--- src/rtl/dh_exchange_ctrl.sv ---
// ============================================================================
// dh_exchange_ctrl
// ----------------------------------------------------------------------------
// Key-exchange sequencer in front of a single curve25519 scalar multiplier.
// On request it computes our public key (secret * BASE_POINT). When a peer
// public key arrives it computes the shared key (secret * peer_pub). Only one
// multiplication runs at a time. A single-entry pending slot holds a peer
// request that arrives while the multiplier is in use.
//
// Parameters
//   TIMEOUT_CYCLES  max cycles spent waiting for mul_done before aborting
//   BASE_POINT      point used for public-key generation
//
// Compile-time option
//   DH_CLAMP_EN     when defined, the scalar sent to the multiplier (and the
//                   one held in the pending slot) is clamped: bits[2:0]=0,
//                   bit 254=1. When undefined the secret is used unmodified.
//
// Ports
//   clock, reset         system clock; asynchronous active-high reset
//   secret [254:0]       our scalar, sampled when a request is accepted
//   gen_pub              1-cycle request: compute public key
//   peer_valid           1-cycle strobe: peer_pub valid, compute shared key
//   peer_pub [254:0]     peer public key
//   mul_start            1-cycle start pulse to the multiplier
//   mul_n, mul_q         scalar / point to the multiplier, held during a job
//   mul_done, mul_out    multiplier completion and result
//   pub_key, pub_valid   last public key and its 1-cycle update strobe
//   shared_key, shared_valid  last shared key and its 1-cycle update strobe
//   busy                 high whenever not idle
//   timeout              1-cycle strobe when a wait is aborted
//   overflow             1-cycle strobe when a peer strobe is dropped
// ============================================================================
module dh_exchange_ctrl #(
    parameter int           TIMEOUT_CYCLES = 1024,
    parameter logic [254:0] BASE_POINT     = 255'd9
) (
    input  logic         clock,
    input  logic         reset,
    input  logic [254:0] secret,
    input  logic         gen_pub,
    input  logic         peer_valid,
    input  logic [254:0] peer_pub,
    output logic         mul_start,
    output logic [254:0] mul_n,
    output logic [254:0] mul_q,
    input  logic         mul_done,
    input  logic [254:0] mul_out,
    output logic [254:0] pub_key,
    output logic         pub_valid,
    output logic [254:0] shared_key,
    output logic         shared_valid,
    output logic         busy,
    output logic         timeout,
    output logic         overflow
);

    localparam int            TW      = $clog2(TIMEOUT_CYCLES + 1);
    // Timer value at the start of the last permitted wait cycle.
    localparam logic [TW-1:0] TO_LAST = TW'(TIMEOUT_CYCLES - 1);

    typedef enum logic [2:0] {
        IDLE,
        PUB_START,
        PUB_WAIT,
        SEC_START,
        SEC_WAIT
    } state_t;

    state_t        state_reg, state_next;
    logic [TW-1:0] timer_reg, timer_next;
    logic [254:0]  mul_n_reg, mul_n_next;
    logic [254:0]  mul_q_reg, mul_q_next;
    logic          pend_valid_reg, pend_valid_next;
    logic [254:0]  pend_n_reg, pend_n_next;
    logic [254:0]  pend_q_reg, pend_q_next;
    logic [254:0]  pub_key_reg, pub_key_next;
    logic [254:0]  shared_key_reg, shared_key_next;
    logic          pub_valid_reg, pub_valid_next;
    logic          shared_valid_reg, shared_valid_next;
    logic          timeout_reg, timeout_next;
    logic          overflow_reg, overflow_next;

    // Scalar actually handed to the multiplier.
    logic [254:0]  secret_eff;

`ifdef DH_CLAMP_EN
    genvar gi;
    generate
        for (gi = 0; gi < 255; gi++) begin : g_clamp
            if (gi < 3) begin : g_low
                assign secret_eff[gi] = 1'b0;
            end else if (gi == 254) begin : g_top
                assign secret_eff[gi] = 1'b1;
            end else begin : g_mid
                assign secret_eff[gi] = secret[gi];
            end
        end
    endgenerate
`else
    assign secret_eff = secret;
`endif

    // ------------------------------------------------------------------
    // State and data registers
    // ------------------------------------------------------------------
    always_ff @(posedge clock or posedge reset) begin
        if (reset) begin
            state_reg        <= IDLE;
            timer_reg        <= '0;
            mul_n_reg        <= '0;
            mul_q_reg        <= '0;
            pend_valid_reg   <= 1'b0;
            pend_n_reg       <= '0;
            pend_q_reg       <= '0;
            pub_key_reg      <= '0;
            shared_key_reg   <= '0;
            pub_valid_reg    <= 1'b0;
            shared_valid_reg <= 1'b0;
            timeout_reg      <= 1'b0;
            overflow_reg     <= 1'b0;
        end else begin
            state_reg        <= state_next;
            timer_reg        <= timer_next;
            mul_n_reg        <= mul_n_next;
            mul_q_reg        <= mul_q_next;
            pend_valid_reg   <= pend_valid_next;
            pend_n_reg       <= pend_n_next;
            pend_q_reg       <= pend_q_next;
            pub_key_reg      <= pub_key_next;
            shared_key_reg   <= shared_key_next;
            pub_valid_reg    <= pub_valid_next;
            shared_valid_reg <= shared_valid_next;
            timeout_reg      <= timeout_next;
            overflow_reg     <= overflow_next;
        end
    end

    // ------------------------------------------------------------------
    // Next-state and output logic
    // ------------------------------------------------------------------
    always_comb begin
        state_next        = state_reg;
        timer_next        = timer_reg;
        mul_n_next        = mul_n_reg;
        mul_q_next        = mul_q_reg;
        pend_valid_next   = pend_valid_reg;
        pend_n_next       = pend_n_reg;
        pend_q_next       = pend_q_reg;
        pub_key_next      = pub_key_reg;
        shared_key_next   = shared_key_reg;
        pub_valid_next    = 1'b0;
        shared_valid_next = 1'b0;
        timeout_next      = 1'b0;
        overflow_next     = 1'b0;
        mul_start         = 1'b0;

        // A peer strobe is served directly only from IDLE without a
        // competing gen_pub; otherwise it goes to the pending slot. The
        // slot never drains in a cycle that carries a peer strobe, so the
        // two writes below cannot collide.
        if (peer_valid && !(state_reg == IDLE && !gen_pub)) begin
            if (pend_valid_reg) begin
                overflow_next = 1'b1;          // keep the older request
            end else begin
                pend_valid_next = 1'b1;
                pend_n_next     = secret_eff;
                pend_q_next     = peer_pub;
            end
        end

        case (state_reg)
            IDLE: begin
                if (gen_pub) begin
                    mul_n_next = secret_eff;
                    mul_q_next = BASE_POINT;
                    state_next = PUB_START;
                end else if (peer_valid) begin
                    mul_n_next = secret_eff;
                    mul_q_next = peer_pub;
                    state_next = SEC_START;
                end else if (pend_valid_reg) begin
                    mul_n_next      = pend_n_reg;
                    mul_q_next      = pend_q_reg;
                    pend_valid_next = 1'b0;
                    state_next      = SEC_START;
                end
            end

            PUB_START, SEC_START: begin
                mul_start  = 1'b1;
                timer_next = '0;
                state_next = (state_reg == PUB_START) ? PUB_WAIT : SEC_WAIT;
            end

            PUB_WAIT, SEC_WAIT: begin
                if (mul_done) begin
                    if (state_reg == PUB_WAIT) begin
                        pub_key_next   = mul_out;
                        pub_valid_next = 1'b1;
                    end else begin
                        shared_key_next   = mul_out;
                        shared_valid_next = 1'b1;
                    end
                    state_next = IDLE;
                end else begin
                    timer_next = timer_reg + TW'(1);
                    // Abort at the end of the TIMEOUT_CYCLES-th wait cycle.
                    if (timer_reg == TO_LAST) begin
                        timeout_next = 1'b1;
                        state_next   = IDLE;
                    end
                end
            end

            default: begin
                state_next = IDLE;
            end
        endcase
    end

    assign mul_n        = mul_n_reg;
    assign mul_q        = mul_q_reg;
    assign pub_key      = pub_key_reg;
    assign shared_key   = shared_key_reg;
    assign pub_valid    = pub_valid_reg;
    assign shared_valid = shared_valid_reg;
    assign timeout      = timeout_reg;
    assign overflow     = overflow_reg;
    assign busy         = (state_reg != IDLE);

endmodule

--- config.mk ---
export PLATFORM = sky130hd
export DESIGN_NAME = dh_exchange_ctrl
export DESIGN_NICKNAME = d
export VERILOG_FILES = /design/src/rtl/dh_exchange_ctrl.sv
export SDC_FILE = /design/constraint.sdc
export NUM_CORES = 2
export LEC_CHECK = 0
export BUFFER_PORTS_ARGS = -buffer_cell sky130_fd_sc_hd__buf_4
export CAP_MARGIN = 10
export CORE_AREA = 2 2 702 704
export DETAILED_ROUTE_END_ITERATION = 16
export DIE_AREA = 0 0 704 706
export PLACE_DENSITY = 0.33
export REMOVE_ABC_BUFFERS = 1
export SYNTH_ARGS = -nofsm -noshare
export SYNTH_HDL_FRONTEND = slang
export SYNTH_SLANG_ARGS = --single-unit
--- constraint.sdc ---
create_clock -name clock -period 109.1 [get_ports clock]
set_input_delay 21.82 -clock clock [delete_from_list [all_inputs] [get_ports clock]]
set_output_delay 21.82 -clock clock [all_outputs]
set_load 0.05 [all_outputs]
### Yosys cells after proc, flatten, opt, wreduce, memory -nomap -nowiden

Cells that the tools add are included.

| operators by class | value |
|---|---|
| shift-type cells | 0 |
| $add $sub $neg | 1 |
| reductions and logical operators | 16 |
| multiply operators | 0 |
| bitwise logic cells | 2 |
| equal/unequal tests | 8 |
| div/mod/pow operators | 0 |
| $lt $le $gt $ge | 0 |
| mux-type cells | 32 |

Operator list:

| kind | number |
|---|---|
| $mux 255 | 6 |
| $pmux 11 s2 | 1 |
| $mux 3 | 6 |
| $mux 1 | 17 |
| $add 11x1->11 const B | 1 |
| $eq 11x10->1 const B | 1 |
| $mux 11 | 1 |
| $pmux 3 s3 | 1 |
| $reduce_and 2->1 | 4 |
| $eq 3x2->1 const B | 2 |
| $reduce_and 3->1 | 2 |
| $reduce_bool 3->1 | 2 |
| $ne 4x4->1 const B | 1 |
| $reduce_or 2->1 | 2 |
| $eq 3x1->1 const B | 1 |
| $eq 3x3->1 const B | 1 |
| $logic_not 3->1 | 1 |
| $ne 3x3->1 const B | 1 |
| $logic_and 1x1->1 | 2 |
| $logic_not 1->1 | 2 |
| $ne 2x2->1 const B | 1 |
| $not 1->1 | 2 |
| $reduce_bool 2->1 | 1 |

| storage, ports and cells | value |
|---|---|
| memory bits (read-only) | 0 |
| register bits | 1,549 |
| latch bits | 0 |
| output and inout port bits | 1,026 |
| RAM bits | 0 |
| memories kept | 0 |
| logic and storage cells | 72 |

### Depth between registers and ports, before layout

| logic depth | value |
|---|---|
| depth in word-level cells | 9 |
| gate-level depth with buffers | 11 |
| mapped depth without buffers | 5 |

### Worst setup path before layout

No wires, ideal clock.

| timing path | value |
|---|---|
| kind | input-to-reg |
| start | input port peer_valid |
| end | register mul_q_reg[232], in the netlist mul_q[232] |
| stages on the path | 11 |
| library setup time | 0.095 ns |
| arrival | 23.250 ns |
| path buffers | 7 |
| required time | 109.005 ns |
| slack | 85.754 ns |
| cells stage by stage | buf_2 or2_1 buf_2 o21ai_2 buf_4 buf_6 buf_6 buf_4 buf_4 nand2_1 o31ai_1 |

| on the way | value |
|---|---|
| cells in the longest elaborated chain, start to end | 2 |
| elaborated cells on any way between the ends | 4 |

RTL lines:

| element | RTL line | text |
|---|---|---|
| from (decl) | 42 | `input logic peer_valid,` |
| $reduce_bool 3->1 (no source line) or $mux 255 (tied branches) | - |  |
| $reduce_and 2->1 (no source line) or $mux 255 (tied branches) | - |  |
| to (signal assigned) | 126 | `mul_q_reg <= mul_q_next;` |
| to (decl) | 73 | `logic [254:0] mul_q_reg, mul_q_next;` |

Several ways; a longest one is shown, not always the timed one.
A chain may end at the register's enable or synchronous reset.

### Worst setup path after layout

| timing path | value |
|---|---|
| start | input port peer_valid |
| end | register mul_n_reg[235], in the netlist mul_n[235] |

| on the way | value |
|---|---|
| cells in the longest elaborated chain, start to end | 2 |
| elaborated cells on any way between the ends | 4 |

RTL lines:

| element | RTL line | text |
|---|---|---|
| $reduce_bool 3->1 (no source line) or $mux 255 (tied branches) | - |  |
| $reduce_and 2->1 (no source line) or $mux 255 (tied branches) | - |  |
| to (signal assigned) | 125 | `mul_n_reg <= mul_n_next;` |
| to (decl) | 72 | `logic [254:0] mul_n_reg, mul_n_next;` |

Several ways; a longest one is shown, not always the timed one.

==> flow_metrics.env <==
export IMPL_start_util=0.128
export IMPL_core_um2=489000
export IMPL_drt_pass1_iterations=5
export IMPL_reg2reg_slack_ns=104.35
export IMPL_wl_met2_um=179000
export IMPL_synth_area_leaders="dfrtp_1 (62%), mux2_1 (16%), mux2i_1 (8.2%)"
export IMPL_required_ns=109.80
export IMPL_slew_violations=0
export IMPL_fin_skew_ns=0.0823
export IMPL_crit_end="mul_n[235]"
export IMPL_wl_per_cell_um=25.8
export IMPL_grt_setup_unrepaired="false"
export IMPL_die_area_um2=497000
export IMPL_power_density_nw_per_um2=36.0
export IMPL_synth_top_area_share=0.621
export IMPL_timing_critical_path_arrival_ns=26.10
export IMPL_pin_count=1796
export IMPL_synthDistinctLibCells=42
export IMPL_cts_resized=0
export IMPL_dr_wl_met3_um=30200
export IMPL_drc=0
export IMPL_vias=44200
export IMPL_crit_fanout=82
export IMPL_max_freq_mhz=39.4
export IMPL_grt_pass1_vias=46500
export IMPL_grt_pass1_wl_um=442000
export IMPL_grt_usage=0.130
export IMPL_fin_crit_ns=25.40
export IMPL_yosys_area_top_type="dfrtp_1"
export IMPL_syn_avg_cell_area_um2=13.9
export IMPL_seq_area_um2=38800
export IMPL_post_route_period_util=0.233
export IMPL_r2r_start="state_reg[0]"
export IMPL_top_layer="met5"
export IMPL_reg2reg_depth=7
export IMPL_clk_pin_slew_worst_paths_ns=0.06
export IMPL_num_nets_final=7011
export IMPL_tns_ns=0
export IMPL_final_cell_mix="buf_4 (1,845), dfrtp_1 (1,549), mux2_1 (897)"
export IMPL_r2r_end="pend_q_reg[101]"
export IMPL_hold_violations=0
export IMPL_maxSlewHeadroom=0.237
export IMPL_routabilityCongestion=0.920
export IMPL_cap_violations=0
export IMPL_grt_max_degree=201
export IMPL_final_common_cell="buf_4"
export IMPL_fp_dieW_um=704
export IMPL_antenna_found_initial=174
export IMPL_antenna_left=0
export IMPL_multi_input_area_um2=22200
export IMPL_die_h_um=706
export IMPL_clockBufferDepth=4
export IMPL_seq_area_frac_synth=0.621
export IMPL_hpwl_um=260000
export IMPL_pre_cts_ws_ns=82.73
export IMPL_overflow=0
export IMPL_clock_sinks=1549
export IMPL_cts_setup_buffers=0
export IMPL_synth_warnings=0
export IMPL_synthArstFlopShare=1.00
export IMPL_setup_ws_ns=83.70
export IMPL_insertion_delay_ns=0.91
export IMPL_m1WireLength_um=108000
export IMPL_worst_setup_path_end_kind="flop"
export IMPL_cp_start_kind="input port"
export IMPL_n_fill_cell=53400
export IMPL_hold_path_class="reg2reg"
export IMPL_tightest_slew_ns=1.15
export IMPL_syn_inst=4488
export IMPL_cts_root_buf="clkbuf_16"
export IMPL_vias_per_cell=3.42
export IMPL_first_iter_violations=1967
export IMPL_row_count=257
export IMPL_portBuffers=1795
export IMPL_setup_violations=0
export IMPL_timing_worst_setup_path_type="in2reg"
export IMPL_synth_ff_type="dfrtp_1"
export IMPL_area_growth_pct=44.4
export IMPL_synth_edff_count=0
export IMPL_cts_tree="built"
export IMPL_routed_wl_um=333000
export IMPL_htreeDepth=4
export IMPL_syn_area_um2=62500
export IMPL_postCtsHoldBufs=0
export IMPL_status="complete, no violations"
export IMPL_cts_inserted_buffers=206
export IMPL_drive_gt1_frac=0.362
export IMPL_ys_ff_latch=1549
export IMPL_crit_start="peer_valid"
export IMPL_irDropWorstVdd_v=0.0000200
export IMPL_p_leak_nw=41.5
[critical path, cell delays in order]
cell     delay, ns
buf_8         0.18
or2_4         0.42
o21ai_4       0.40
buf_4         0.70
buf_4         0.74
buf_4         0.75
buf_4         0.61
o21ai_1       0.15
[how the worst min path moves through the flow]
stage / start / end / slack [ns] / depth (start not counted)
floorplan: timer_reg[10] / timeout / 0.44 / 1
global placement: mul_q[60] / mul_q[60] / 0.46 / 2
detailed placement: mul_q[103] / mul_q[103] / 0.47 / 2
CTS: pend_n_reg[38] / mul_n[38] / 0.47 / 2
global route: pub_key[53] / pub_key[53] / 0.49 / 1
finish: pend_n_reg[38] / mul_n[38] / 0.47 / 2
[synth_stat cells, drive strengths merged, types with 2 or more instances]
master	count
buf	203
and3	4
nand3	8
a21oi	2
a2111oi	2
nand2	515
inv	4
a21o	3
clkbuf	111
xor2	4
mux2	1020
nand2b	2
dfrtp	1549
a32o	2
or3	2
nor2	10
nor4	3
nor2b	3
nor3	3
o31ai	254
mux2i	509
o21ai	262
[kinds of logic after synthesis]
group | after synthesis | synth area share
XOR/XNOR | 5 | 0.000701
flip-flops | 1549 | 0.621
adder cells (fa/ha/maj) | 2 | 0.000361
multiplexers | 1529 | 0.265
AO/OA/AOI/OAI | 528 | 0.0533
buffers and inverters | 318 | 0.0250
AND/OR/NAND/NOR | 557 | 0.0346
[layer usage]
metal  vias to the layer above  GRT usage
met4                        40     0.0529
li1                      19500          -
met5                         -          0
met2                      1521      0.246
met1                     22500      0.121
met3                       590     0.0552
[where the power goes]
part | switching (mW) | leakage [nW] | internal (mW)
registers | 0.145 | 19.0 | 0.849
clock network | 0.290 | 3.40 | 0.414
logic | 1.10 | 19.1 | 0.449
total | 1.53 | 41.5 | 1.71
[layout make-up]
| cell class | count | area share |
|---|---|---|
| clock buffers | 305 | 0.0675 |
| diodes | 56 | 0.00155 |
| well taps | 6475 | 0.0898 |
| clock inverters | 67 | 0.00900 |
| repair buffers | 1858 | 0.156 |
| inverters | 4 | 0.000250 |
| multi-input cells | 2621 | 0.246 |
| flip-flops and latches | 1549 | 0.430 |
[through the flow]
| step | instances | hold slack, ns | util | power, mW | instance area [um^2] |
|---|---|---|---|---|---|
| finish | 12900 | 0.473 | 0.184 | 3.25 | 90200 |
| global route | 12900 | 0.491 | 0.184 | 3.43 | 90100 |
| CTS | 12900 | 0.471 | 0.184 | 3.32 | 90100 |
| detailed placement | 12500 | 0.467 | 0.170 | 2.59 | 83100 |
| global placement | 12500 | 0.460 | 0.170 | 2.57 | 83100 |
| floorplan | 4174 | 0.442 | - | 2.11 | 60900 |
Power figures use the tool's default switching activity.
